### src/rtl/dma_bus_if.sv
// Bus bundle for dma_bus: CPU request side, main bus, high (IO) bus, OAM write port and busy flag.
// The slave modport is the dma_bus view; the master modport is the CPU/memory environment view.
interface dma_bus_if;
  logic [15:0] cpu_addr;
  logic [7:0]  cpu_d_out;
  logic        cpu_write;
  logic [7:0]  cpu_d_in;

  logic [15:0] mem_addr;
  logic [7:0]  mem_wdata;
  logic        mem_write;
  logic [7:0]  mem_rdata;

  logic [7:0]  io_addr;
  logic [7:0]  io_wdata;
  logic        io_write;
  logic [7:0]  io_rdata;

  logic [7:0]  oam_addr;
  logic [7:0]  oam_wdata;
  logic        oam_we;

  logic        dma_busy;

  modport slave (
    input  cpu_addr, cpu_d_out, cpu_write, mem_rdata, io_rdata,
    output cpu_d_in, mem_addr, mem_wdata, mem_write,
    output io_addr, io_wdata, io_write, oam_addr, oam_wdata, oam_we, dma_busy
  );

  modport master (
    output cpu_addr, cpu_d_out, cpu_write, mem_rdata, io_rdata,
    input  cpu_d_in, mem_addr, mem_wdata, mem_write,
    input  io_addr, io_wdata, io_write, oam_addr, oam_wdata, oam_we, dma_busy
  );
endinterface

### src/rtl/dma_bus.sv
// CPU bus splitter with OAM DMA engine: FF46 write copies 160 bytes from {src_hi,00} into OAM.
// Optional macro DMA_ECHO_MAP_EN folds sources E0-FF down by 0x20 (echo-RAM mirror).
module dma_bus (
  input  logic       clk,
  input  logic       rst,
  dma_bus_if.slave   bus
);

  typedef enum logic [1:0] {IDLE, START, ACTIVE} state_t;

  state_t     state;
  state_t     next_state;
  logic [7:0] idx;
  logic [7:0] dma_src;
  logic [7:0] src_hi;
  logic       src_write;
  logic       io_sel;
  logic       last_byte;

  assign io_sel    = (bus.cpu_addr[15:8] == 8'hFF);
  assign src_write = bus.cpu_write && (bus.cpu_addr == 16'hFF46);
  assign last_byte = (idx == 8'd159);

`ifdef DMA_ECHO_MAP_EN
  assign src_hi = (dma_src >= 8'hE0) ? (dma_src - 8'h20) : dma_src;
`else
  assign src_hi = dma_src;
`endif

  always_ff @(posedge clk or posedge rst) begin
    if (rst) begin
      state <= IDLE;
    end else begin
      state <= next_state;
    end
  end

  // Index and source register; a source write always rewinds the index for a fresh transfer.
  always_ff @(posedge clk or posedge rst) begin
    if (rst) begin
      idx     <= 8'h00;
      dma_src <= 8'h00;
    end else begin
      if (src_write) begin
        dma_src <= bus.cpu_d_out;
      end
      if (src_write || state != ACTIVE || last_byte) begin
        idx <= 8'h00;
      end else begin
        idx <= idx + 8'h01;
      end
    end
  end

  always_comb begin
    next_state = state;
    case (state)
      IDLE:    if (src_write) next_state = START;
      START:   next_state = src_write ? START : ACTIVE;
      ACTIVE: begin
        if (src_write)      next_state = START;
        else if (last_byte) next_state = IDLE;
      end
      default: next_state = IDLE;
    endcase
  end

  // Main bus belongs to the DMA while ACTIVE; CPU accesses below FF00 are then blocked.
  always_comb begin
    bus.mem_addr  = bus.cpu_addr;
    bus.mem_wdata = bus.cpu_d_out;
    bus.mem_write = 1'b0;
    bus.io_addr   = bus.cpu_addr[7:0];
    bus.io_wdata  = bus.cpu_d_out;
    bus.io_write  = 1'b0;
    bus.cpu_d_in  = 8'hFF;
    bus.oam_addr  = idx;
    bus.oam_wdata = bus.mem_rdata;
    bus.oam_we    = 1'b0;
    bus.dma_busy  = (state != IDLE);

    if (state == ACTIVE) begin
      bus.mem_addr = {src_hi, idx};
      bus.oam_we   = 1'b1;
    end

    if (io_sel) begin
      if (bus.cpu_addr[7:0] == 8'h46) begin
        bus.cpu_d_in = dma_src;
      end else begin
        bus.io_write = bus.cpu_write;
        bus.cpu_d_in = bus.io_rdata;
      end
    end else if (state != ACTIVE) begin
      bus.mem_write = bus.cpu_write;
      bus.cpu_d_in  = bus.mem_rdata;
    end
  end

endmodule

### src/flat_wrapper.sv
// flat-port wrapper written by rule: the top's interface ports become plain ports
module dma_bus_flat 
  (clk, rst, bus_cpu_addr, bus_cpu_d_out, bus_cpu_write, bus_mem_rdata, bus_io_rdata, bus_cpu_d_in, bus_mem_addr, bus_mem_wdata, bus_mem_write, bus_io_addr, bus_io_wdata, bus_io_write, bus_oam_addr, bus_oam_wdata, bus_oam_we, bus_dma_busy);
  dma_bus_if bus_i ();
  input  logic clk;
  input  logic rst;
  input wire logic [$bits(bus_i.cpu_addr)-1:0] bus_cpu_addr;
  input wire logic [$bits(bus_i.cpu_d_out)-1:0] bus_cpu_d_out;
  input wire logic [$bits(bus_i.cpu_write)-1:0] bus_cpu_write;
  input wire logic [$bits(bus_i.mem_rdata)-1:0] bus_mem_rdata;
  input wire logic [$bits(bus_i.io_rdata)-1:0] bus_io_rdata;
  output wire logic [$bits(bus_i.cpu_d_in)-1:0] bus_cpu_d_in;
  output wire logic [$bits(bus_i.mem_addr)-1:0] bus_mem_addr;
  output wire logic [$bits(bus_i.mem_wdata)-1:0] bus_mem_wdata;
  output wire logic [$bits(bus_i.mem_write)-1:0] bus_mem_write;
  output wire logic [$bits(bus_i.io_addr)-1:0] bus_io_addr;
  output wire logic [$bits(bus_i.io_wdata)-1:0] bus_io_wdata;
  output wire logic [$bits(bus_i.io_write)-1:0] bus_io_write;
  output wire logic [$bits(bus_i.oam_addr)-1:0] bus_oam_addr;
  output wire logic [$bits(bus_i.oam_wdata)-1:0] bus_oam_wdata;
  output wire logic [$bits(bus_i.oam_we)-1:0] bus_oam_we;
  output wire logic [$bits(bus_i.dma_busy)-1:0] bus_dma_busy;
  assign bus_i.cpu_addr = bus_cpu_addr;
  assign bus_i.cpu_d_out = bus_cpu_d_out;
  assign bus_i.cpu_write = bus_cpu_write;
  assign bus_i.mem_rdata = bus_mem_rdata;
  assign bus_i.io_rdata = bus_io_rdata;
  assign bus_cpu_d_in = bus_i.cpu_d_in;
  assign bus_mem_addr = bus_i.mem_addr;
  assign bus_mem_wdata = bus_i.mem_wdata;
  assign bus_mem_write = bus_i.mem_write;
  assign bus_io_addr = bus_i.io_addr;
  assign bus_io_wdata = bus_i.io_wdata;
  assign bus_io_write = bus_i.io_write;
  assign bus_oam_addr = bus_i.oam_addr;
  assign bus_oam_wdata = bus_i.oam_wdata;
  assign bus_oam_we = bus_i.oam_we;
  assign bus_dma_busy = bus_i.dma_busy;
  dma_bus u_core (.clk(clk), .rst(rst), .bus(bus_i));
endmodule
### config.mk
export PLATFORM = sky130hd
export DESIGN_NAME = dma_bus_flat
export DESIGN_NICKNAME = d
export VERILOG_FILES = /design/src/rtl/dma_bus_if.sv /design/src/rtl/dma_bus.sv /design/src/flat_wrapper.sv
export SDC_FILE = /design/constraint.sdc
export NUM_CORES = 1
export LEC_CHECK = 0
export ABC_AREA = 0
export CAP_MARGIN = 30
export CORE_MARGIN = 5
export CORE_UTILIZATION = 36
export DETAILED_ROUTE_END_ITERATION = 8
export GPL_TIMING_DRIVEN = 0
export PLACE_DENSITY = 0.86
export SLEW_MARGIN = 20
export SYNTH_ARGS = -nofsm -noshare
export SYNTH_HDL_FRONTEND = slang
export SYNTH_SLANG_ARGS = --single-unit
export TNS_END_PERCENT = 50
### constraint.sdc
create_clock -name clk -period 5.2 [get_ports clk]
set_input_delay 1.56 -clock clk [delete_from_list [all_inputs] [get_ports clk]]
set_output_delay 1.56 -clock clk [all_outputs]
set_load 0.03 [all_outputs]
==> results.cfg, run 1 <==
[cells_and_area]
num-nets-final = 307
fin_cells = 310
layout-drive-gt1-share_pct = 27.10
area_growth_pct = 85.14
diodes = 0
fill_cells = 294

[critical_path]
cp.arrival_ns = 3.59
r2r-start = u_core.bus.oam_addr[0]
r2r-end = u_core.bus.oam_addr[2]
cp_max_fo = 10
crit_required_ns = 3.64
crit_type = input pin to primary output
reg2reg_setup_slack_ns = 3.47
startpoint = bus_cpu_addr[4]
start_kind = input pin
reg2reg_depth = 5
setup.worst_path.end = bus_cpu_d_in[5]
worstSetupEndpointType = primary output

[clocking]
cts_tree = done
numCtsBuffers = 3
cts_setup_buffers = 0
ctsHtreeMaxLevel = 1
clk_pin_slew_ns = 0.07
clock_latency_ns = 0.25
hold_buffers = 0
clkSinkCount = 18
cts_max_path_buffers = 2
root_buffer = clkbuf_8

[yosys]
netlist_instances = 148
syn-num-nets = 192
synth.distinct_cells = 29
synth_area_per_cell_um2 = 9.612
ys_seq_area_share_pct = 31.66
ys_ff_latch = 18
netlist_area_um2 = 1423
yosysWarnings = 0

[timing]
max-slew-margin-rel_pct = 55.50
worst_slew_pin_slew_ns = 0.6667
setup-tns-final_ns = 0
fmax_mhz = 194.2
setup_violations = 0
report.final.slew_viol_count = 0
whs_ns = 0.5318
min_period_ns = 5.149
hold_viol = 0
skew_ns = 0.001475
period_share_pct = 99.02

[drt]
vias = 1478
firstDrtPassIters = 4
drcViolationCount = 0
routedWlPerCell_um = 16.08
routed_wl_um = 4985
ant_nets = 0
avgViaCountPerCell = 4.768
drt_iter0_drc = 45

[floorplanning]
placementRows = 22
top_level_ports = 111
initial_core_util_pct = 38.00
die_w_um = 72.86
die-area_um2 = 5309
core_um2 = 3744
die_h_um = 72.86

[placement]
dp_hpwl_um = 4052
port_buffers = 110
dp_cells = 306
gp_congestion = 0.7552

[pwr]
p_total_mw = 0.7214
leakage_nw = 1.221
power_density_nw_per_um2 = 273.9
ir_worst_vdd_uv = 237.0

[global_route]
grt_pass1_wl_um = 7376
grt_max_degree = 19
overflow = 0
track_usage_pct = 17.88
grt_antenna_before_repair = 0
grt_pass1_vias = 1462

[run_status]
outcome = finished clean

[job]
max-cap-violations = 0

[min_path]
holdCritPathClass = flip-flop to flip-flop
[cells in the mapped netlist, drive strengths merged]
cell     number  area share [%]
nand2b        1            0.44
or2           2            0.88
a2111oi       1            0.62
buf          35              18
and3          2            0.88
nand2         4             1.1
nor4bb        1            0.70
xor2          5             3.1
ha            1            0.88
inv           4             1.1
xnor2         1            0.62
o31ai         1            0.88
clkinv        1            0.26
mux2i         8             5.6
nand3         1            0.35
and4          1            0.62
a31oi         1            0.44
nor4b         1            0.62
clkbuf        1            0.26
nor3         10             4.3
and2          1            0.44
a21oi         9             3.2
nand4         3             1.3
nor2         11             2.9
dfrtp        18              32
mux2         24              19
[critical path, stage by stage]
cell and delay [ns]:
clkdlybuf4s50_1 0.45, nor4b_1 0.40, nand2_1 0.22, buf_2 0.27
mux2i_1 0.15, a21oi_1 0.14, dlygate4sd2_1 0.41
[where the power goes]
| part | total, mW | leakage (nW) | internal (mW) | switching (mW) |
|---|---|---|---|---|
| clock network | 0.113 | 0.0288 | 0.0672 | 0.0463 |
| logic | 0.405 | 0.961 | 0.192 | 0.213 |
| registers | 0.203 | 0.231 | 0.165 | 0.0383 |
| total | 0.721 | 1.22 | 0.424 | 0.298 |
[cells by family (layout without fill, tap and decap cells)]
family | after synthesis | in the layout | synth area share, %
compound gates | 12 | 12 | 5.101
xor+xnor | 6 | 6 | 3.694
fa+ha+maj | 1 | 1 | 0.8794
mux | 32 | 32 | 24.63
flops | 18 | 18 | 31.66
buf+inv | 41 | 155 | 19.52
simple gates | 38 | 38 | 14.51
[per-layer routing]
| metal | up-vias | GRT usage [%] | wire [um] |
|---|---|---|---|
| li1 | 716 | - | - |
| met4 | 0 | 4.303 | 34 |
| met3 | 2 | 2.479 | 324 |
| met2 | 56 | 32.36 | 2670 |
| met5 | - | 0 | 0 |
| met1 | 704 | 22.17 | 1956 |
[worst min path at each step]
stage,from,end,slack [ns],cells after the start
floorplan,u_core.state[0],u_core.state[0],0.48,1
global placement,u_core.state[0],u_core.state[0],0.49,1
detailed placement,u_core.state[0],u_core.state[0],0.52,1
CTS,u_core.state[0],u_core.state[0],0.53,1
global route,u_core.state[1],u_core.state[0],0.57,1
finish,u_core.state[0],u_core.state[0],0.53,1
[placed cells by master (no fill, tap or decap), drive strengths merged, types with 2 or more instances in the layout]
cell             n
a21oi            9
xor2             5
or2              2
dfrtp           18
mux2            24
inv              4
nor3            10
nand4            3
clkdlybuf4s50  101
clkdlybuf4s15    4
nor2            11
nand2            4
buf             35
and3             2
clkbuf           8
mux2i            8
[repair_timing]
item / 4_1_cts / 5_1_grt
pin swaps: 0 / 0
resized for setup: 10 / 12
endpoints found under the setup margin: 10 / 8
[state kept, by name (all words and copies together), names as in the netlist]
| name | count |
|---|---|
| u_core.dma_src | 8 |
| u_core.state | 2 |
| u_core.bus.oam_addr | 8 |
[cell type report]
type                       instances  area [um2]  share of cell area [%]
timing repair buffer             110        1087                   41.28
tap                               48       60.06                   2.280
sequential                        18       450.4                   17.10
inverter                           5       18.77                  0.7126
clock buffer                       4       55.05                   2.090
multi-input combinational         89       701.9                   26.65
buffer                            36       260.3                   9.881
[metrics by stage]
step | cell area (um2) | worst slack, ns | utilization, %
floorplan | 1423 | 0.7881 | -
global placement | 2584 | -0.3366 | 69.02
detailed placement | 2584 | -0.3313 | 69.02
CTS | 2633 | -0.07574 | 70.32
global route | 2634 | -0.01356 | 70.35
finish | 2634 | 0.05092 | 70.35
No activity file was read; power rests on OpenSTA's default activity.
==> inputs of run 2 (changes only) <==
--- a/config.mk
+++ b/config.mk
@@ -6,12 +6,13 @@
 export NUM_CORES = 1
 export LEC_CHECK = 0
 export ABC_AREA = 0
+export ABC_CLOCK_PERIOD_IN_PS = 6600
 export CAP_MARGIN = 30
 export CORE_MARGIN = 5
 export CORE_UTILIZATION = 36
 export DETAILED_ROUTE_END_ITERATION = 8
 export GPL_TIMING_DRIVEN = 0
-export PLACE_DENSITY = 0.86
+export PLACE_DENSITY = 0.92
 export SLEW_MARGIN = 20
 export SYNTH_ARGS = -nofsm -noshare
 export SYNTH_HDL_FRONTEND = slang
==> constraint.sdc (replaced) <==
create_clock -name clk -period 6.6 [get_ports clk]
set_input_delay 1.98 -clock clk [delete_from_list [all_inputs] [get_ports clk]]
set_output_delay 1.98 -clock clk [all_outputs]
set_load 0.03 [all_outputs]
==> run 2 against run 1 <==
  * Register-to-register slack better by 1.5 ns
  * Die area unchanged
  * Core utilization up 0.13 points
  * Worst setup slack better by 0.16 ns
  * Critical path type unchanged
  * Largest power group unchanged
  * Clock power down 20%
  * Largest cell class unchanged
  * Sequential power down 22%
  * Critical path depth down 1
  * Sequential share of layout area about the same
  * Cell count unchanged
  * Highest routed layer unchanged
  * First-iteration DRC count down 13%
  * Hold slack better by 0.0055 ns
  * Combinational power down 21%
==> results.cfg, run 2 (same netlist as run 1, synthesis figures left out) <==
[cells_and_area]
final_cell_mix = 110 x clkdlybuf4s50_1, 32 x buf_4, 24 x mux2_2
fill_cells = 298
diodes = 0
layout-drive-gt1-share_pct = 25.19
layout_commonest_cell = clkdlybuf4s50_1
area_growth_pct = 85.49
num-nets-final = 307
fin_area_um2 = 2639

[timing]
grt_setup_unrepaired = no
skew_ns = 0.001210
worst_slew_pin_slew_ns = 0.6777
period_share_pct = 96.77
setup-tns-final_ns = 0
hold_viol = 0
fmax_mhz = 156.6
report.final.slew_viol_count = 0
max-slew-margin-rel_pct = 54.77
layout_setup_ws_ns = 0.2132
setup_violations = 0
whs_ns = 0.5374
min_period_ns = 6.387

[placement]
place_ws_ns = 0.2372
gp_congestion = 0.7926
port_buffers = 110
dp_hpwl_um = 4168
dpl_cell_area_um2 = 2584

[clocking]
ctsHtreeMaxLevel = 1
clkSinkCount = 18
hold_buffers = 0
cts_resized = 0
cts_tree = done
clk_pin_slew_ns = 0.07
clock_latency_ns = 0.26
cts_max_path_buffers = 2
cts_setup_buffers = 0
root_buffer = clkbuf_8
numCtsBuffers = 3

[drt]
vias = 1473
drcViolationCount = 0
avgViaCountPerCell = 4.752
drt_iter0_drc = 39
ant_nets = 0
routed_wl_um = 5059
firstDrtPassIters = 4
routedWlPerCell_um = 16.32

[global_route]
track_usage_pct = 19.22
grt_antenna_before_repair = 0
grt_max_degree = 19
overflow = 0
grt_pass1_wl_um = 7962
grt_pass1_vias = 1593

[critical_path]
slowest_stage = clkdlybuf4s50_1
crit_required_ns = 4.62
crit_family = buffers and inverters
crit_type = input pin to primary output
cp.arrival_ns = 4.41
crit_top_cell = clkdlybuf4s50_1
cp_max_fo = 10
reg2reg_setup_slack_ns = 4.95
cpPeakStageDelay_ns = 0.66
worstSetupEndpointType = primary output
crit_chain = clkdlybuf4s50_1, nand4_1, nor2_1, clkbuf_1, and3_1, clkdlybuf4s50_1
start_kind = input pin
cp_num_buf_inv = 3

[min_path]
holdCritPathClass = flip-flop to flip-flop

[pwr]
leakage_nw = 1.203
power_density_nw_per_um2 = 215.9
ir_worst_vdd_uv = 161.4

[floorplanning]
core_um2 = 3744
top_level_ports = 111
die-area_um2 = 5309
initial_core_util_pct = 38.00
die_w_um = 72.86
placementRows = 22
die_h_um = 72.86

[run_status]
outcome = finished clean

[job]
max-cap-violations = 0
[run 2: final cells by class]
cell class                      instances  area, um2  area share, %
Buffer                                 36      259.0          9.815
Tap cell                               48      60.06          2.276
Timing Repair Buffer                  110       1101          41.73
Multi-Input combinational cell         89      694.4          26.32
Inverter                                5      18.77         0.7112
Clock buffer                            4      55.05          2.086
Sequential cell                        18      450.4          17.07
[run 2: per-layer routing]
layer	routed length [um]	share of wire (%)	vias to the layer above	global-route usage, %
met5	0	0	-	0
met4	51	1.0	0	4.713
met3	275	5.4	4	3.444
met2	2815	56	49	35.87
met1	1916	38	706	22.42
li1	-	-	714	-
[run 2: power by group]
group	internal, mW	switching [mW]	total (mW)
Clock	0.0531	0.0378	0.0908
Sequential	0.130	0.0288	0.159
Combinational	0.151	0.169	0.320
[run 2: metrics by stage]
stage	power [mW]	cells	utilization, %
after floorplan	0.3337	148	-
after global placement	0.4735	306	69.02
after detailed placement	0.4817	306	69.02
after CTS	0.5737	310	70.49
after global routing	0.5931	310	70.49
final	0.5697	310	70.49
[run 2: worst paths after layout]
path	start	endpoint	cells past startpoint
hold reg to reg	u_core.state[0]	u_core.state[0]	1
setup reg to reg	u_core.bus.oam_addr[0]	u_core.bus.oam_addr[4]	5
min in group asynchronous	rst	u_core.bus.oam_addr[4]	2
max in group asynchronous	rst	u_core.dma_src[2]	2
setup / recovery	bus_cpu_addr[12]	bus_io_write	6
hold / removal	u_core.state[0]	u_core.state[0]	1
[run 2: worst register-to-register path: cells and delay by family (launching register included)]
family          cells  cell delay, ns
flops               1            0.44
simple gates        2            0.40
fa+ha+maj           1            0.27
compound gates      2            0.46
